File: config.mk
export PLATFORM = sky130hd
export DESIGN_NAME = btb_update_queue_flat
export DESIGN_NICKNAME = d
export VERILOG_FILES = /design/src/rtl/btb_update_queue_pkg.sv /design/src/rtl/btb_update_queue_if.sv /design/src/rtl/btb_update_queue_match.sv /design/src/rtl/btb_update_queue.sv /design/src/flat_wrapper.sv
export SDC_FILE = /design/constraint.sdc
export NUM_CORES = 1
export LEC_CHECK = 0
export BUFFER_PORTS_ARGS = -buffer_cell sky130_fd_sc_hd__buf_2
export CAP_MARGIN = 40
export CORE_UTILIZATION = 58
export CTS_CLUSTER_DIAMETER = 30
export DETAILED_ROUTE_END_ITERATION = 16
export HOLD_SLACK_MARGIN = 0.12
export PLACE_DENSITY = 0.88
export SLEW_MARGIN = 40
export SYNTH_ARGS = -nofsm -noshare
export SYNTH_HDL_FRONTEND = slang
export SYNTH_SLANG_ARGS = --single-unit
File: constraint.sdc
create_clock -name clock -period 6.7 [get_ports clock]
set_input_delay 1.34 -clock clock [delete_from_list [all_inputs] [get_ports clock]]
set_output_delay 1.34 -clock clock [all_outputs]
set_load 0.02 [all_outputs]
File: src/rtl/btb_update_queue_pkg.sv
// Shared BTB update types, widths and the PC-to-BTB-word packing helper.
// Each width can be overridden by defining its macro before this file is compiled.
`ifndef ENTRY_PC
`define ENTRY_PC 32
`endif
`ifndef CAM_BITS
`define CAM_BITS 8
`endif
`ifndef TARGET_BITS
`define TARGET_BITS 16
`endif

package btb_update_queue_pkg;

    localparam int ENTRY_PC    = `ENTRY_PC;
    localparam int IDX         = $clog2(ENTRY_PC);
    localparam int CAM_BITS    = `CAM_BITS;
    localparam int TARGET_BITS = `TARGET_BITS;
    localparam int WORD_BITS   = IDX + CAM_BITS;

    typedef struct packed {
        logic                   valid;
        logic [CAM_BITS-1:0]    tag;
        logic [IDX-1:0]         idx;
        logic [TARGET_BITS-1:0] target;
    } btb_upd_packet_t;

    // {tag,idx} is the contiguous slice pc[IDX+CAM_BITS+1:2]; byte offset and upper PC bits are ignored.
    function automatic logic [WORD_BITS-1:0] pc_to_btb_word(input logic [63:0] pc);
        logic unused_pc_bits;
        unused_pc_bits = ^{pc[63:WORD_BITS+2], pc[1:0]};
        return pc[WORD_BITS+1:2];
    endfunction

endpackage

File: src/rtl/btb_update_queue_if.sv
// Execute-side update bus and BTB-side write port of the update queue.
interface btb_update_queue_if;
    import btb_update_queue_pkg::*;

    logic                   ex_valid;
    logic [63:0]            ex_pc;
    logic [TARGET_BITS-1:0] ex_tgt;
    logic                   drain_en;
    logic                   exe_pc_valid;
    logic [WORD_BITS-1:0]   PC_from_exe;
    logic [TARGET_BITS-1:0] ex_target;
    logic                   q_full;
    logic                   q_empty;
    logic [15:0]            drop_cnt;

    modport master (
        output ex_valid, ex_pc, ex_tgt, drain_en,
        input  exe_pc_valid, PC_from_exe, ex_target, q_full, q_empty, drop_cnt
    );

    modport slave (
        input  ex_valid, ex_pc, ex_tgt, drain_en,
        output exe_pc_valid, PC_from_exe, ex_target, q_full, q_empty, drop_cnt
    );
endinterface

File: src/rtl/btb_update_queue_match.sv
// DEPTH-way index compare against the queued updates; reports the youngest valid match.
module btb_upd_match
    import btb_update_queue_pkg::*;
#(
    parameter int DEPTH = 4
) (
    input  logic [DEPTH-1:0]         valid_i,
    input  logic [IDX-1:0]           idx_i [DEPTH],
    input  logic [$clog2(DEPTH)-1:0] head_i,
    input  logic [IDX-1:0]           cmp_idx_i,
    output logic                     hit_o,
    output logic [DEPTH-1:0]         match_oh_o
);
    localparam int PTR_W = $clog2(DEPTH);

    logic [PTR_W-1:0] slot;

    // Walk oldest to youngest so a later match replaces an earlier one.
    always_comb begin
        // NOTE: every output of a combinational block gets a default first, so no path infers a latch.
        hit_o      = 1'b0;
        match_oh_o = '0;
        slot       = head_i;
        for (int k = 0; k < DEPTH; k++) begin
            slot = head_i + PTR_W'(k);
            if (valid_i[slot] && idx_i[slot] == cmp_idx_i) begin
                hit_o            = 1'b1;
                match_oh_o       = '0;
                match_oh_o[slot] = 1'b1;
            end
        end
    end
endmodule

File: src/rtl/btb_update_queue.sv
// Coalescing FIFO of resolved taken-branch updates, drained one per cycle into the BTB write port.
module btb_update_queue
    import btb_update_queue_pkg::*;
#(
    parameter int DEPTH = 4
) (
    input logic               clock,
    input logic               reset,
    btb_update_queue_if.slave bus
);
    localparam int PTR_W = $clog2(DEPTH);
    localparam int CNT_W = PTR_W + 1;

    btb_upd_packet_t  entry_q [DEPTH];
    btb_upd_packet_t  entry_d [DEPTH];
    logic [PTR_W-1:0] head_q, head_d, tail_q, tail_d;
    logic [CNT_W-1:0] count_q, count_d;
    logic [15:0]      drop_q, drop_d;

    logic [CAM_BITS-1:0] in_tag;
    logic [IDX-1:0]      in_idx;
    logic [DEPTH-1:0]    valid_vec;
    logic [IDX-1:0]      idx_vec [DEPTH];
    logic                hit;
    logic [DEPTH-1:0]    match_oh;
    logic                empty, full, pop, coalesce, push, drop;

    assign {in_tag, in_idx} = pc_to_btb_word(bus.ex_pc);

    always_comb begin
        for (int i = 0; i < DEPTH; i++) begin
            valid_vec[i] = entry_q[i].valid;
            idx_vec[i]   = entry_q[i].idx;
        end
    end

    btb_upd_match #(.DEPTH(DEPTH)) u_match (
        .valid_i    (valid_vec),
        .idx_i      (idx_vec),
        .head_i     (head_q),
        .cmp_idx_i  (in_idx),
        .hit_o      (hit),
        .match_oh_o (match_oh)
    );

    assign empty    = (count_q == '0);
    assign full     = (count_q == CNT_W'(DEPTH));
    assign pop      = !empty && bus.drain_en;
    // A match on the head that leaves this cycle would be lost, so it is queued afresh instead.
    assign coalesce = bus.ex_valid && hit && !(pop && match_oh[head_q]);
    assign push     = bus.ex_valid && !coalesce && (!full || pop);
    assign drop     = bus.ex_valid && !coalesce && full && !pop;

    always_comb begin
        entry_d = entry_q;
        head_d  = head_q;
        tail_d  = tail_q;
        drop_d  = drop_q;
        for (int j = 0; j < DEPTH; j++) begin
            if (coalesce && match_oh[j]) begin
                entry_d[j].tag    = in_tag;
                entry_d[j].target = bus.ex_tgt;
            end
        end
        if (pop) begin
            entry_d[head_q].valid = 1'b0;
            head_d                = head_q + PTR_W'(1);
        end
        // Applied after the pop: when full, tail equals head and the new entry must win.
        if (push) begin
            entry_d[tail_q] = '{valid: 1'b1, tag: in_tag, idx: in_idx, target: bus.ex_tgt};
            tail_d          = tail_q + PTR_W'(1);
        end
        count_d = count_q + CNT_W'(push) - CNT_W'(pop);
        if (drop && drop_q != 16'hFFFF) begin
            drop_d = drop_q + 16'd1;
        end
    end

    // NOTE: the entry array is only DEPTH deep, so the whole array is reset to keep the head output deterministic.
    always_ff @(posedge clock or posedge reset) begin
        if (reset) begin
            for (int i = 0; i < DEPTH; i++) begin
                entry_q[i] <= '0;
            end
            head_q  <= '0;
            tail_q  <= '0;
            count_q <= '0;
            drop_q  <= '0;
        end else begin
            // NOTE: non-blocking assignments so every register samples pre-edge values.
            entry_q <= entry_d;
            head_q  <= head_d;
            tail_q  <= tail_d;
            count_q <= count_d;
            drop_q  <= drop_d;
        end
    end

    assign bus.exe_pc_valid = pop;
    assign bus.PC_from_exe  = empty ? '0 : {entry_q[head_q].tag, entry_q[head_q].idx};
    assign bus.ex_target    = empty ? '0 : entry_q[head_q].target;
    assign bus.q_full       = full;
    assign bus.q_empty      = empty;
    assign bus.drop_cnt     = drop_q;
endmodule
File: src/flat_wrapper.sv
// flat-port wrapper written by rule: the top's interface ports become plain ports
module btb_update_queue_flat import btb_update_queue_pkg::*;
#(
    parameter int DEPTH = 4
)
  (clock, reset, bus_ex_valid, bus_ex_pc, bus_ex_tgt, bus_drain_en, bus_exe_pc_valid, bus_PC_from_exe, bus_ex_target, bus_q_full, bus_q_empty, bus_drop_cnt);
  btb_update_queue_if bus_i ();
  input logic clock;
  input logic reset;
  input wire logic [$bits(bus_i.ex_valid)-1:0] bus_ex_valid;
  input wire logic [$bits(bus_i.ex_pc)-1:0] bus_ex_pc;
  input wire logic [$bits(bus_i.ex_tgt)-1:0] bus_ex_tgt;
  input wire logic [$bits(bus_i.drain_en)-1:0] bus_drain_en;
  output wire logic [$bits(bus_i.exe_pc_valid)-1:0] bus_exe_pc_valid;
  output wire logic [$bits(bus_i.PC_from_exe)-1:0] bus_PC_from_exe;
  output wire logic [$bits(bus_i.ex_target)-1:0] bus_ex_target;
  output wire logic [$bits(bus_i.q_full)-1:0] bus_q_full;
  output wire logic [$bits(bus_i.q_empty)-1:0] bus_q_empty;
  output wire logic [$bits(bus_i.drop_cnt)-1:0] bus_drop_cnt;
  assign bus_i.ex_valid = bus_ex_valid;
  assign bus_i.ex_pc = bus_ex_pc;
  assign bus_i.ex_tgt = bus_ex_tgt;
  assign bus_i.drain_en = bus_drain_en;
  assign bus_exe_pc_valid = bus_i.exe_pc_valid;
  assign bus_PC_from_exe = bus_i.PC_from_exe;
  assign bus_ex_target = bus_i.ex_target;
  assign bus_q_full = bus_i.q_full;
  assign bus_q_empty = bus_i.q_empty;
  assign bus_drop_cnt = bus_i.drop_cnt;
  btb_update_queue #(.DEPTH(DEPTH)) u_core (.clock(clock), .reset(reset), .bus(bus_i));
endmodule
==> out/metrics.yaml <==
crit_arrival_ps: 5460
dieWidth_um: 122
die_height_um: 122
fp-row-count: 43
timing.slew.headroom_pct: 52.0
drtIter0Drc: 417
required_ps: 7050
ys_seq_area_share_pct: 43.0
wl_per_cell_um: 20.9
cts_buffers: 17
end_kind: "register"
hpwlAfterDp_um: 11800
core_um2: 13900
grt_max_degree: 94
worstReg2RegStart: "u_core.head_q[0]"
yosys_register_bits: 143
slew_viol_final: 0
synth_area_leaders: "dfrtp_1 (43%), mux2_4 (15%), mux4_2 (8.7%)"
r2r_cells: 15
synth_edf_count: 0
n_antenna_cell: 0
max_freq_ghz: 0.196
async_reset_ff_share_pct: 100
grt_pass1_wl_um: 30000
cts-root-buf: "clkbuf_16"
routabilityCongestion: 0.892
antenna_found_initial: 0
hold_buffers: 0
worst_pin_slew_ps: 720
fin_nets: 792
drive_above_1_share_pct: 41.5
tns_ps: 0
synth.distinct_cells: 57
min_to: "u_core.bus.drop_cnt[9]"
synth_area_um2: 8330
period_minus_slack_ps: 5110
startpoint_type: "register"
crit_fanout: 63
cts_tree: "done"
area_growth_pct: 13.8
clk_latency_ps: 430
num_vias: 5303
clock_skew_ps: 13.2
cts.sinks: 143
cts_resized: 0
ir_drop_mv: 0.380
yosys-top-cells-count: "dfrtp_1 (143), mux2_4 (81), nor2b_1 (38), mux2_2 (34)"
clockBufferDepth: 2
status: "complete, no violations"
path_clk_slew_ps: 60
dpl_cell_area_um2: 8860
avgSynthCellArea_um2: 13.6
grt_usage_pct: 27.0
ios: 132
drc_errors: 0
p_leak_uw: 0.00425
viasPerCell: 6.00
final_area_um2: 9470
hold_path_class: "reg -> reg"
synth.top_cell.area_share_pct: 43.0
hold_start: "u_core.bus.drop_cnt[9]"
rrSetupSlack_ps: 1590
power.density_nw_per_um2: 593
setup_viol: 0
yosysTopAreaCell: "dfrtp_1"
maxCapViolCount: 0
ys.flop_type: "dfrtp_1"
yosysWarnings: 0
drt_pass1_iterations: 5
syn_nets: 713
criticalPathCategory: "reg -> reg"
finalWirelength_um: 18500
htree_levels: 4
r2r_end: "u_core.count_q[2]"
rsz0062_at_grt: "false"
ant_nets: 0
grt_pass1_vias: 5603
start_util_pct: 59.7
hold_violations: 0
synth_cells: 613
post_cts_buffers: 0
port_buffers: 80
grt_remaining_overflow: 0
whs_path_depth: 1
yosysMostFrequentCell: "dfrtp_1"
period_share_pct: 76.3
die-area_um2: 14800
## area by class of cell
cell class / count / area, µm²
multi-input combinational: 420 / 4410
timing repair buffer: 98 / 589
sequential: 143 / 3580
inverter: 12 / 52.6
tap: 180 / 225
fill: 947 / 4460
clock buffer: 19 / 453
clock inverter: 12 / 156
## sequential cells by signal (all words and copies together), names as in the netlist
| register | count |
|---|---|
| u_core.entry_q | 120 |
| u_core.bus.drop_cnt | 16 |
| u_core.count_q | 3 |
| u_core.head_q | 2 |
| u_core.tail_q | 2 |
## layer usage
metal / wire length, µm / up-vias / share of wire, % / GRT usage (%)
met5: 0 / - / 0 / 0
li1: - / 2365 / - / -
met4: 274 / 0 / 1.5 / 8.26
met2: 9510 / 150 / 51 / 44.8
met1: 7720 / 2754 / 42 / 34.2
met3: 993 / 34 / 5.4 / 7.77
## cell usage in the layout, fill, tap and decap left out, types with 3 or more instances in the layout
cell          n
mux2i_1      22
ha_1         15
mux2_2       34
buf_12        4
xnor2_1      32
inv_1        10
nand3_1      20
mux2_4       81
clkinvlp_4    4
a21oi_1       6
inv_6         3
bufinv_16     3
o32ai_1       3
a21o_1        6
and3_1        8
o21ai_0       3
nor2b_1      38
nand2_1      30
buf_2        80
mux2_1       10
clkbuf_16    17
mux2i_4       4
mux4_2       32
dfrtp_1     141
xor2_1       11
nor3_1        5
and2_1        4
or3_1         3
a211oi_1      3
o21ai_1       3
nor2_1       12
buf_4        13
nand4_1       4
## worst max path at each step
stage / start / endpoint / slack [ps]
after global routing: u_core.head_q[0] / u_core.count_q[2] / 1290
after floorplan: reset / u_core.bus.drop_cnt[0] / 1520
after detailed placement: bus_ex_pc[6] / u_core.count_q[2] / 1560
final: u_core.head_q[0] / u_core.count_q[2] / 1590
after global placement: u_core.head_q[0] / u_core.entry_q[91] / 1540
after CTS: u_core.head_q[0] / u_core.count_q[2] / 1600
## through the flow
stage	instances	utilization (%)	power [µW]	hold slack [ps]	setup WS, ps
after global routing	884	68.0	5930	507	1290
after detailed placement	853	63.6	4600	478	1560
after global placement	853	63.5	4450	472	1540
after floorplan	613	-	3920	460	1520
final	884	68.0	5620	484	1590
after CTS	884	67.9	5630	489	1600
## critical path, cell delays in order (launching register included)
cell and delay [ps]:
dfrtp_4 430, buf_6 540, mux4_2 610, xor2_1 210, nor4_4 520, and3_1 240
mux2i_1 100, and3_4 210, o41ai_2 360, a41o_1 590, and2_1 280, ha_1 160
inv_1 50, fa_1 370, xnor2_1 200, xnor2_1 140
## report_power, final
| group | switching [µW] | internal [µW] |
|---|---|---|
| logic | 1470 | 1580 |
| clock network | 374 | 604 |
| registers | 309 | 1280 |
## cell families (layout without fill, tap and decap cells)
family,count (synthesis),in the layout,synth area share [%]
xor gates and xnor gates,43,43,4.52
muxes,184,184,33.1
AOI/OAI and AO/OA,40,40,3.71
DFF,143,143,43.0
buffers and inverters,50,141,4.10
adders and majority gates,16,16,2.49
and+or+nand+nor,137,137,9.08
No activity file was read; power rests on OpenSTA's default activity.
